<file path="src/rtl/v810_biu.sv">
// V810-style bus interface unit: arbitrates instruction fetch and data ports onto one
// READY-terminated external word bus, with a watchdog that aborts a stuck bus cycle.
module v810_biu #(
    parameter int unsigned TMO_CYCLES = 255
) (
    input  logic        CLK,
    input  logic        RESn,
    input  logic        CE,
    input  logic [31:0] IA,
    input  logic        IREQ,
    output logic [31:0] ID,
    output logic        IACK,
    input  logic [31:0] DA,
    input  logic [31:0] DD_O,
    input  logic [3:0]  DBE,
    input  logic        DWR,
    input  logic        DREQ,
    output logic [31:0] DD_I,
    output logic        DACK,
    output logic [31:0] A,
    output logic [31:0] D_O,
    input  logic [31:0] D_I,
    output logic [3:0]  BE,
    output logic        WR,
    output logic        BCYC,
    input  logic        READY,
    output logic        BERR,
    output logic [1:0]  o_dbg_state
);

    // Handshake: a requester raises xREQ with its address/data stable and keeps them until
    // the one-cycle xACK; the external slave ends a bus cycle by asserting READY while BCYC=1.
    typedef enum logic [1:0] {
        S_IDLE = 2'd0,
        S_IBUS = 2'd1,
        S_DBUS = 2'd2,
        S_TURN = 2'd3
    } state_t;

    localparam logic [15:0] TMO = 16'(TMO_CYCLES);

    state_t      r_state;
    state_t      w_next;
    logic [15:0] r_cnt;
    logic        r_last_d;
    logic [31:0] r_a;
    logic [31:0] r_do;
    logic [3:0]  r_be;
    logic        r_wr;

    logic        w_pick_i;
    logic        w_grant_i;
    logic        w_grant_d;
    logic        w_bus;
    logic        w_done;
    logic        w_tmo;
    logic        w_ack;
    logic        w_unused;

    assign w_unused = ^{IA[1:0], DA[1:0]};
    assign w_bus    = (r_state == S_IBUS) || (r_state == S_DBUS);

    always_comb begin
        w_next    = r_state;
        w_grant_i = 1'b0;
        w_grant_d = 1'b0;
        w_done    = 1'b0;
        w_tmo     = 1'b0;
        // Data normally wins, but a fetch goes first right after a data cycle.
        w_pick_i  = IREQ && (!DREQ || r_last_d);
        case (r_state)
            S_IDLE: begin
                if (w_pick_i) begin
                    w_grant_i = 1'b1;
                    w_next    = S_IBUS;
                end else if (DREQ) begin
                    w_grant_d = 1'b1;
                    w_next    = S_DBUS;
                end
            end
            S_IBUS, S_DBUS: begin
                if (READY) begin
                    w_done = 1'b1;
                end else if (r_cnt == TMO) begin
                    w_done = 1'b1;
                    w_tmo  = 1'b1;
                end
                if (w_done) begin
                    w_next = S_TURN;
                end
            end
            S_TURN:  w_next = S_IDLE;
            default: w_next = S_IDLE;
        endcase
    end

    always_ff @(posedge CLK) begin
        if (!RESn) begin
            r_state  <= S_IDLE;
            r_cnt    <= '0;
            r_last_d <= 1'b0;
            r_a      <= '0;
            r_do     <= '0;
            r_be     <= '0;
            r_wr     <= 1'b0;
        end else if (CE) begin
            r_state <= w_next;
            if (w_grant_i) begin
                r_a  <= {IA[31:2], 2'b00};
                r_be <= 4'hF;
                r_wr <= 1'b0;
                r_do <= '0;
            end else if (w_grant_d) begin
                r_a  <= {DA[31:2], 2'b00};
                r_be <= DBE;
                r_wr <= DWR;
                r_do <= DD_O;
            end
            if (w_grant_i || w_grant_d) begin
                r_cnt <= '0;
            end else if (w_bus && !READY && !w_done) begin
                r_cnt <= r_cnt + 16'd1;
            end
            if (w_done) begin
                r_last_d <= (r_state == S_DBUS);
            end
        end
    end

    assign w_ack       = w_done && CE && RESn;
    assign IACK        = w_ack && (r_state == S_IBUS);
    assign DACK        = w_ack && (r_state == S_DBUS);
    assign BERR        = w_ack && w_tmo;
    assign ID          = (IACK && !w_tmo) ? D_I : 32'd0;
    assign DD_I        = (DACK && !w_tmo) ? D_I : 32'd0;
    assign A           = r_a;
    assign D_O         = r_do;
    assign BE          = r_be;
    assign WR          = r_wr;
    assign BCYC        = w_bus;
    assign o_dbg_state = r_state;

endmodule

</file>
<file path="config.mk">
export PLATFORM = sky130hd
export DESIGN_NAME = v810_biu
export DESIGN_NICKNAME = d
export VERILOG_FILES = /design/src/rtl/v810_biu.sv
export SDC_FILE = /design/constraint.sdc
export NUM_CORES = 1
export LEC_CHECK = 0
export BUFFER_PORTS_ARGS = -buffer_cell sky130_fd_sc_hd__buf_4
export CAP_MARGIN = 10
export CORE_AREA = 2 2 107 109
export CTS_CLUSTER_SIZE = 40
export DETAILED_ROUTE_END_ITERATION = 8
export DIE_AREA = 0 0 109 111
export HOLD_SLACK_MARGIN = 0.02
export PLACE_DENSITY_LB_ADDON = 0.25
export RECOVER_POWER = 50
export SLEW_MARGIN = 20
export SYNTH_ARGS = -nofsm -noshare
export SYNTH_HDL_FRONTEND = slang
export SYNTH_SLANG_ARGS = --single-unit
</file>
<file path="constraint.sdc">
create_clock -name CLK -period 2.3 [get_ports CLK]
set_clock_uncertainty 0.05 [all_clocks]
set_input_delay 0.46 -clock CLK [delete_from_list [all_inputs] [get_ports CLK]]
set_output_delay 0.46 -clock CLK [all_outputs]
set_load 0.01 [all_outputs]
</file>
==> qor.txt <==
YOSYS
--------------------------------------------------------------------------------
Post-synth top flop                                                      dfxtp_1
Leading post-synthesis cells by instance count                      dfxtp_1 (86), and2_1 (67), nand2_1 (45)
Syn Area/Cell                                                           9.25 um2
Number of enable flip-flop cells after synthesis                               0
Synthesized flop and latch total                                              86
Number of library cell types mapped by synthesis                              38
Proportion of netlist area held by the largest area contributor            42.6%
Top area cells in the synthesized netlist                           dfxtp_1 (43%), and2_1 (10%), mux2i_1 (7.7%), o211a_1 (7.4%), a22o_1 (7.2%)
Yosys warnings                                                                 0
Asr flop ratio synth                                                          0%
Cell Area, Synth                                                     0.00404 mm2
Biggest area consumer among synthesized cells                            dfxtp_1
Synthesized instance count                                                   437
Portion of the post-synthesis area used by sequential elements             42.6%
Dominant cell by count in the synthesized netlist                        dfxtp_1

CLOCK TREE
--------------------------------------------------------------------------------
Total number of clock tree sinks                                              86
CTS buffer count                                                               9
Worst-path clk slew                                                      0.06 ns
Clock latency on the worst-skew pair                                     0.33 ns
Hold bufs inserted after CTS                                                   0
Clock Path Buffers                                                             2
# H-tree levels                                                                3
Clk root buf                                                           clkbuf_16
TritonCTS clock tree                                                        done

TIMING
--------------------------------------------------------------------------------
Headroom to the max-slew limit                                             57.0%
Final max-slew violation count                                                 0
Final hold violation count                                                     0
Final critical-path required period                                      2.52 ns
Hold Slack                                                              0.283 ns
Fin worst setup slack                                                  -0.220 ns
Unrepaired setup endpoints after global routing                              yes
Least-Margin Pin Slew                                                   0.638 ns
Highest clock frequency the design can meet                              397 MHz
Final Cycle Share                                                           110%
Number of setup violations in the final report                                36

WORST SETUP PATH
--------------------------------------------------------------------------------
Crit-path max FO                                                               3
Data arrival time of the worst path                                      2.01 ns
Required time of the critical path                                       1.79 ns
Nature of the critical path startpoint                                 flip-flop
Path type of the worst setup path                                   flip-flop to output pin
CP Capture Type                                                       output pin
Setup slack, reg-to-reg                                                 -0.03 ns

GRT
--------------------------------------------------------------------------------
Vias in the first global route                                              4395
Global Route Usage Sum                                                     21.5%
Met1 track demand over resource in global routing                          21.6%
Grt met2 use                                                               40.5%
Top Usage Layer GRT                                                         met2
Residual overflow from global routing                                          0
Largest net degree at the start of global routing                             36
Wire length of the first global-routing pass                             20.6 mm
Global Route met3 Usage                                                    6.47%
Number of antenna violations at the first check in global routing              0

ROUTING
--------------------------------------------------------------------------------
Overall via count from detail_route                                         4396
Remaining design rule violation count                                          0
Post-detailed-route wirelength per cell                                  15.3 um
Number of DRC markers in iteration 0                                         211
Post-DRT Antenna Nets                                                          0
DRT Pass-1 Iters                                                               4
WL final                                                                 13.3 mm
Avg Vias per Cell                                                           5.08

LAYOUT
--------------------------------------------------------------------------------
Number of inserted filler cells in the final layout                         1025
Number of cells in the finished layout apart from fillers                    865
Layout cells sized above 1                                                 38.4%
Area grow syn2layout                                                       62.2%
Post-layout net count                                                        862
Final instance area                                                  0.00655 mm2
Diode insertion count for antenna repair                                       0

PLACED DESIGN
--------------------------------------------------------------------------------
Final estimated routing congestion in global placement                     0.871
Count of port buffers added during placement                                 271
Hpwl dp                                                                  10.1 mm
Total placed cells including tap cells                                       842
Setup WS pre-CTS                                                       0.0318 ns
Placed standard-cell area                                            0.00636 mm2

FLOORPLAN
--------------------------------------------------------------------------------
Die span in y                                                             111 um
Die X-Extent                                                              109 um
Core outline area                                                     0.0111 mm2
Full die area                                                         0.0121 mm2
Initial core utilization                                                   36.5%
I/O pin count                                                                278
Number of placement rows                                                      39

POWER AND IR DROP
--------------------------------------------------------------------------------
Power density relative to cell area                                   586 mW/mm2
Worst vdd ir                                                          0.000366 V
Leakage Power                                                            3.34 nW

STATUS
--------------------------------------------------------------------------------
Status                                                              finished with violations
Violations in the final reports                                     setup timing

JOB
--------------------------------------------------------------------------------
Maximum capacitance violations                                                 0

MIN PATH
--------------------------------------------------------------------------------
Hold Path Class                                                     input port to flip-flop

## per-stage QoR
stage / utilization (%) / setup TNS (ns) / total power (W)
floorplan: - / 0 / 0.00212
global placement: 57.4 / 0 / 0.00260
detailed placement: 57.4 / 0 / 0.00263
CTS: 61.0 / -0.526 / 0.00396
global route: 59.2 / -11.04 / 0.00402
finish: 59.2 / -2.55 / 0.00384
## report_power, final
group          internal (W)  switching (W)  leakage [nW]
combinational      0.000422       0.000432          2.50
clock              0.000723       0.000583         0.131
sequential          0.00161      0.0000678         0.706
## cell usage in the layout, fill, tap and decap left out, drive strengths merged, types with 4 or more instances in the layout
master  synthesis  final
buf             4    229
dfxtp          86     86
clkbuf         29     82
and2           67     67
nand2          45     45
a22o           33     33
mux2i          31     31
o211a          30     30
o21ai          21     21
nor2           16     16
nand3          12     12
nand4           6      6
inv             6      6
ha              5      5
clkinv          0      5
o31ai           4      4
o221a           4      4
and3            4      4
## state kept, by name (all words and copies together), names as in the netlist
name         cells
r_cnt           16
r_last_d         1
o_dbg_state      2
D_O             32
WR               1
BE               4
A               30
## repair_timing
action / CTS / global route
resized for setup: 21 / 16
setup endpoints to repair: 67 / 118
endpoints found under the hold margin: 0 / 0
setup buffers: 3 / 3
cloned: 1 / 1
pin swaps: 6 / 7
## routing by layer
metal / part of all wire (%) / vias up
met5: 0 / -
met4: 2.1 / 0
met3: 9.8 / 21
met2: 53 / 206
met1: 35 / 2047
li1: - / 2122
## path summary, 6_finish.rpt
check                         startpoint  cells after the start                           to
setup reg to reg   r_cnt[9]$_SDFFE_PN0P_                      6  o_dbg_state[0]$_SDFFE_PN0P_
setup / recovery   r_cnt[9]$_SDFFE_PN0P_                      5                         DACK
hold / removal                   DD_O[8]                      2          D_O[8]$_SDFFE_PN0P_
hold reg to reg   r_cnt[15]$_SDFFE_PN0P_                      1       r_cnt[15]$_SDFFE_PN0P_
## worst max-delay path: stages, from the launching register on
cell	delay, ns
dfxtp_2	0.32
or4_4	0.55
nor4_4	0.27
o211ai_1	0.18
nor2_1	0.20
buf_4	0.16
## layout make-up
type	instances	area (um2)	area share, %
Clock buffer	9	225	3.44
Inverter	6	22.5	0.344
Sequential cell	86	1730	26.3
Tap cell	143	179	2.73
Timing Repair Buffer	302	2090	31.9
Multi-Input combinational cell	313	2270	34.6
Clock inverter	6	40.0	0.611
## logic make-up (layout without fill, tap and decap cells)
family | count (synthesis) | after routing | synth area share (%)
AOI/OAI and AO/OA | 108 | 108 | 22.1
xor gates and xnor gates | 2 | 2 | 0.434
adders and majority gates | 5 | 5 | 1.55
buffers and inverters | 39 | 323 | 3.81
DFF | 86 | 86 | 42.6
muxes | 31 | 31 | 7.68
other | 1 | 2 | 0.0928
and+or+nand+nor | 165 | 165 | 21.7
(Power assumes the default switching activity.)
